[src/rtl/serdes_word_serializer.sv]
// Transmit-side test-word source for single-pin SERDES loopback: generates PRBS7/counter/training/fixed
// words and shifts them out MSB-first in SDR or DDR with a matching bit clock and a per-word strobe.
module serdes_word_serializer #(
  parameter int unsigned WIDTH   = 8,
  parameter string       MODE    = "SDR",
  parameter logic [6:0]  SEED    = 7'h7F,
  parameter logic [7:0]  PATTERN = 8'hA5
) (
  input  logic             CLK,
  input  logic             RST,
  input  logic             EN,
  input  logic [1:0]       PAT_SEL,
  input  logic             ERR_INJ,
  output logic             O_STB,
  output logic [WIDTH-1:0] O_DAT,
  output logic             O_BUSY,
  output logic             S_CLK,
  output logic             S_DAT
);

  localparam bit               IS_DDR   = (MODE == "DDR");
  localparam logic [6:0]       SEED_EFF = (SEED == 7'h00) ? 7'h01 : SEED;
  localparam logic [2:0]       LAST_BIT = 3'(WIDTH - 1);
  localparam logic [WIDTH-1:0] TRAIN    = {(WIDTH/2){2'b10}};
  localparam logic [WIDTH-1:0] FIXED    = PATTERN[WIDTH-1:0];

  typedef enum logic {
    IDLE = 1'b0,
    SEND = 1'b1
  } state_t;

  state_t           state;
  state_t           state_nxt;
  logic             ph;
  logic [2:0]       bit_idx;
  logic [6:0]       lfsr;
  logic [6:0]       lfsr_nxt;
  logic [WIDTH-1:0] cnt;
  logic             err_pend;
  logic [WIDTH-1:0] shreg;
  logic [WIDTH-1:0] prbs_word;
  logic [WIDTH-1:0] word;
  logic [WIDTH-1:0] tx_word;
  logic             bnd;
  logic             last;
  logic             load;

  // ph is the S_CLK phase the next edge will present; SDR bits only start on its low phase.
  assign bnd  = IS_DDR | ~ph;
  assign last = (bit_idx == LAST_BIT);

  always_comb begin
    state_nxt = state;
    load      = 1'b0;
    case (state)
      IDLE: begin
        if (bnd && EN) begin
          load      = 1'b1;
          state_nxt = SEND;
        end
      end
      SEND: begin
        if (bnd && last) begin
          if (EN) load = 1'b1;
          else    state_nxt = IDLE;
        end
      end
      default: state_nxt = IDLE;
    endcase
  end

  // One word's worth of LFSR steps, first feedback bit lands in the MSB.
  always_comb begin
    lfsr_nxt  = lfsr;
    prbs_word = '0;
    for (int i = int'(WIDTH) - 1; i >= 0; i--) begin
      prbs_word[i] = lfsr_nxt[6] ^ lfsr_nxt[5];
      lfsr_nxt     = {lfsr_nxt[5:0], prbs_word[i]};
    end
    case (PAT_SEL)
      2'd0:    word = prbs_word;
      2'd1:    word = cnt;
      2'd2:    word = TRAIN;
      default: word = FIXED;
    endcase
    tx_word = word ^ {{(WIDTH-1){1'b0}}, err_pend};
  end

  always_ff @(posedge CLK) begin
    if (RST) begin
      state    <= IDLE;
      ph       <= 1'b0;
      bit_idx  <= '0;
      lfsr     <= SEED_EFF;
      cnt      <= '0;
      err_pend <= 1'b0;
      O_STB    <= 1'b0;
      O_DAT    <= '0;
      O_BUSY   <= 1'b0;
      S_CLK    <= 1'b0;
      S_DAT    <= 1'b0;
    end else begin
      state    <= state_nxt;
      ph       <= ~ph;
      S_CLK    <= ph;
      O_STB    <= load;
      // A pulse arriving in the load cycle itself belongs to the following word.
      err_pend <= load ? ERR_INJ : (err_pend | ERR_INJ);
      if (load) begin
        O_DAT   <= word;
        O_BUSY  <= 1'b1;
        S_DAT   <= tx_word[WIDTH-1];
        bit_idx <= '0;
        if (PAT_SEL == 2'd0) lfsr <= lfsr_nxt;
        if (PAT_SEL == 2'd1) cnt  <= cnt + 1'b1;
      end else if (state == SEND && bnd) begin
        if (last) begin
          O_BUSY <= 1'b0;
          S_DAT  <= 1'b0;
        end else begin
          S_DAT   <= shreg[WIDTH-1];
          bit_idx <= bit_idx + 3'd1;
        end
      end
    end
  end

  always_ff @(posedge CLK) begin
    if (load)                    shreg <= tx_word << 1;
    else if (state == SEND && bnd) shreg <= shreg << 1;
  end

endmodule

[config.mk]
export PLATFORM = sky130hd
export DESIGN_NAME = serdes_word_serializer
export DESIGN_NICKNAME = d
export VERILOG_FILES = /design/src/rtl/serdes_word_serializer.sv
export SDC_FILE = /design/constraint.sdc
export NUM_CORES = 1
export LEC_CHECK = 0
export BUFFER_PORTS_ARGS = -buffer_cell sky130_fd_sc_hd__buf_2
export CAP_MARGIN = 20
export CORE_UTILIZATION = 30
export DETAILED_ROUTE_END_ITERATION = 12
export MAX_ROUTING_LAYER = met4
export PLACE_DENSITY_LB_ADDON = 0.2
export SKIP_CTS_REPAIR_TIMING = 1
export SLEW_MARGIN = 20
export SYNTH_ARGS = -nofsm -noshare
export SYNTH_HDL_FRONTEND = slang
export SYNTH_SLANG_ARGS = --single-unit
[constraint.sdc]
create_clock -name CLK -period 2.3 [get_ports CLK]
set_input_delay 0 -clock CLK [delete_from_list [all_inputs] [get_ports CLK]]
set_output_delay 0 -clock CLK [all_outputs]
set_load 0.05 [all_outputs]
==> metrics.md <==
| Metric | Value |
|---|---|
| Slew headroom | 54.9% |
| Routed Antenna Nets | 0 |
| Synthesized Nets | approximately 200 |
| Max FO, Critical Path | 18 |
| P per Cell Area | 820 nW/um^2 |
| Final Setup Violations | 0 |
| Vias in the first global route | about 1300 |
| Nets | ~210 |
| Synth cell types | 37 |
| Worst Skew | 0.0117 ns |
| Die ar. | 6160 sq um |
| Slew Viols, Final | 0 |
| Synthesized area per cell | 9.34 sq um |
| Combinational Power Share | between 10% and 20% |
| I/O Buffers | 17 |
| N_diodes | 0 |
| Crit-path leading delay family | simple AND/OR/NAND/NOR gates |
| Final cell count without fillers | between 200 and 300 |
| Placer congestion estimate | 0.793 |
| Initial cell density of the core | 31.5% |
| Vias per cell | between 4 and 5 |
| Leakage | 0.823 nW |
| Top cell type's share of synthesized area | 37.6% |
| Async set-reset flop share out of synthesis | 0% |
| WS Path Type | register to register |
| Clock Latency Late Sink | 0.29 ns |
| TritonCTS clock tree | done |
| Yosys synthesis warning count | 0 |
| Critical path required time | 2.53 ns |
| Clock share of power | 40.9% |
| Clock Path Buffers | 2 |
| XOR/XNOR Fraction of Synth Area | about 7.5% |
| Vias | between 1000 and 1500 |
| Clock slew at reported path FFs | 0.08 ns |
| Multiplexer area fraction after synthesis | under 10% |
| Sequential area share after synthesis | 49.6% |
| Netlist Area Pre-Place | 1760 sq um |
| Final WS setup | 0.449 ns |
| Fmax | 0.540 GHz |
| Total GRT Usage | 13.5% |
| Worst path cell trace | ha_1 > ha_1 > nand2b_1 > nand2b_4 > or4_1 > a21oi_1 |
| WL final | 3530 um |
| Tightest Hold Check Type | primary input to register |
| Htree depth | 2 |
| Top cell type by total area after synthesis | dfxtp_1 |
| Compound-Gate Fraction of Synth Area | approximately 13% |
| Top-count cell post-synth | dfxtp_1 |
| Register share of total power | 46.9% |
| Int Pwr | 1.25 mW |
| Sw frac | 24.6% |
| Period utilization | 80.5% |
| Initial antenna violation count | 0 |
| 1st-iter DRT viols | 61 |
| I/O pin total | 18 |
| Fin area | 2020 sq um |
| RSZ-0062 raised after global routing | false |
| EDFF count, synth | 7 |
| Global route overflow | 0 |
| Post-synthesis instance total | approximately 190 |
| Setup slack at placement | between 0.4 and 0.5 ns |
| Simple-gate portion of the synthesized area | around a fifth |
| CTS buffer count | 5 |
| Dpl cells | 267 |
| Slew at the pin closest to its max-slew limit | around 0.67 ns |
| Global-route wire length before repair | 6220 um |
| Total clock sinks | 40 |
| Core ar. | 5570 sq um |
| Top area cells in the synthesized netlist | dfxtp_1 (38%), edfxtp_1 (12%), nor2_1 (6.2%), xnor2_1 (5.5%), nand2_1 (4.5%) |
| DIE WIDTH | 78.5 um |
| Top post-synthesis cells by count | dfxtp_1 (33), nor2_1 (29), nand2_1 (21) |
| Slowest stage delay, CP | approximately 0.52 ns |
| Drt pass-1 iters | 4 |
| Fin Hold WS | ~0.054 ns |
| Maximum vdd drop | 0.239 mV |
| Setup TNS Final | 0 ns |
| Largest net degree at the start of global routing | 27 |
| DPL Wire Length | 2470 um |
| Status | finished, final reports clean |
| Rows | 27 |
| Total Power | roughly 1.7 mW |
| Final core occ | 36.3% |
| DR WL/cell | 12.8 um |
| Die height | slightly below 80 um |
| CP Data Arrival Time | 2.08 ns |
| Share of layout cells above drive strength 1 | 13.2% |
| Crit. End Element | register |
| DRC viols | 0 |
| Worst path slowest cell | or4_1 |
| CP most frequent cell | ha_1 |
| Final hold violation count | 0 |
| Synth Flop Type | dfxtp_1 |
| Critical path startpoint category | register |
| Largest family of logic cells by synthesized area | simple AND/OR/NAND/NOR gates |
| #FFs+latches synth | 40 |
| CP Buf/Inv Count | 0 |
| Adder-cell share of the synthesized area | 2.14% |
| Area grow syn2layout | 15.2% |
| Root buffer cell | clkbuf_8 |
| Max-capacitance violation count | 0 |
| Switching power | 0.407 mW |
| Min Clock Period, post-route | 1.85 ns |
| Cell area after placement | about 1900 sq um |
[cells by family after synthesis]
| kind of cell | Yosys count |
|---|---|
| XOR/XNOR | 15 |
| adder cells (fa/ha/maj) | 3 |
| AO/OA/AOI/OAI | 34 |
| buffers and inverters | 14 |
| AND/OR/NAND/NOR | 77 |
| multiplexers | 5 |
| flip-flops | 40 |
[per-layer routing]
metal  vias to the layer above  share of wire (%)  track usage, %
met5                         -                  0               -
li1                        683                  -               -
met2                        25                 42            19.4
met3                         6                3.7            3.14
met4                         0                1.9            5.56
met1                       591                 53            18.2
[power groups by stage]
stage	combinational [mW]	sequential (mW)	clock [mW]
finish	0.202	0.778	0.679
global route	0.225	0.785	0.726
global placement	0.203	0.794	0
CTS	0.202	0.779	0.696
detailed placement	0.202	0.795	0
floorplan	0.115	0.838	0
[worst min-delay path: stages]
cell	delay, ns
buf_2	0.13
a21oi_1	0.12
nor3_1	0.05
[final timing paths]
check	slack, ns	cells after the start	startpoint	to
min	0.05	3	EN	O_BUSY
max	0.45	6	bit_idx[0]	cnt[7]
max reg2reg	0.45	6	bit_idx[0]	cnt[7]
min reg2reg	0.46	2	O_DAT[6]	O_DAT[6]
[area by class of cell]
class	instances	area, sq um
tap	72	90.1
sequential	40	871
timing repair buffer	19	103
inverter	3	11.3
fill	578	3550
multi-input combinational	134	815
clock buffer	6	72.6
clock inverter	2	60.1
[registers in the layout, indices dropped and copies added, names as in the netlist]
name,flops
lfsr,7
O_BUSY,1
ph,1
bit_idx,3
O_DAT,8
S_DAT,1
O_STB,1
cnt,8
state,1
S_CLK,1
err_pend,1
shreg,7
[cell usage in the layout, fill, tap and decap left out, types with 2 or more instances in the layout]
cell | netlist | final
a22oi_1 | 2 | 2
nor2b_1 | 2 | 2
buf_2 | 2 | 17
clkbuf_8 | 0 | 5
nand3b_1 | 3 | 3
ha_1 | 3 | 3
nor2_1 | 29 | 29
a21oi_1 | 11 | 11
nand2_1 | 21 | 21
dfxtp_1 | 33 | 33
xor2_1 | 4 | 4
nand2b_4 | 2 | 2
edfxtp_1 | 7 | 7
o21ai_0 | 5 | 5
xnor2_1 | 11 | 11
nor3_1 | 7 | 7
mux2i_1 | 5 | 5
o211ai_1 | 5 | 5
nand2b_1 | 4 | 4
bufinv_16 | 0 | 2
o31ai_1 | 2 | 2
inv_1 | 3 | 3
a221o_1 | 2 | 2
nor4b_1 | 2 | 2
nor4_1 | 2 | 2
Power figures use the tool's default switching activity.
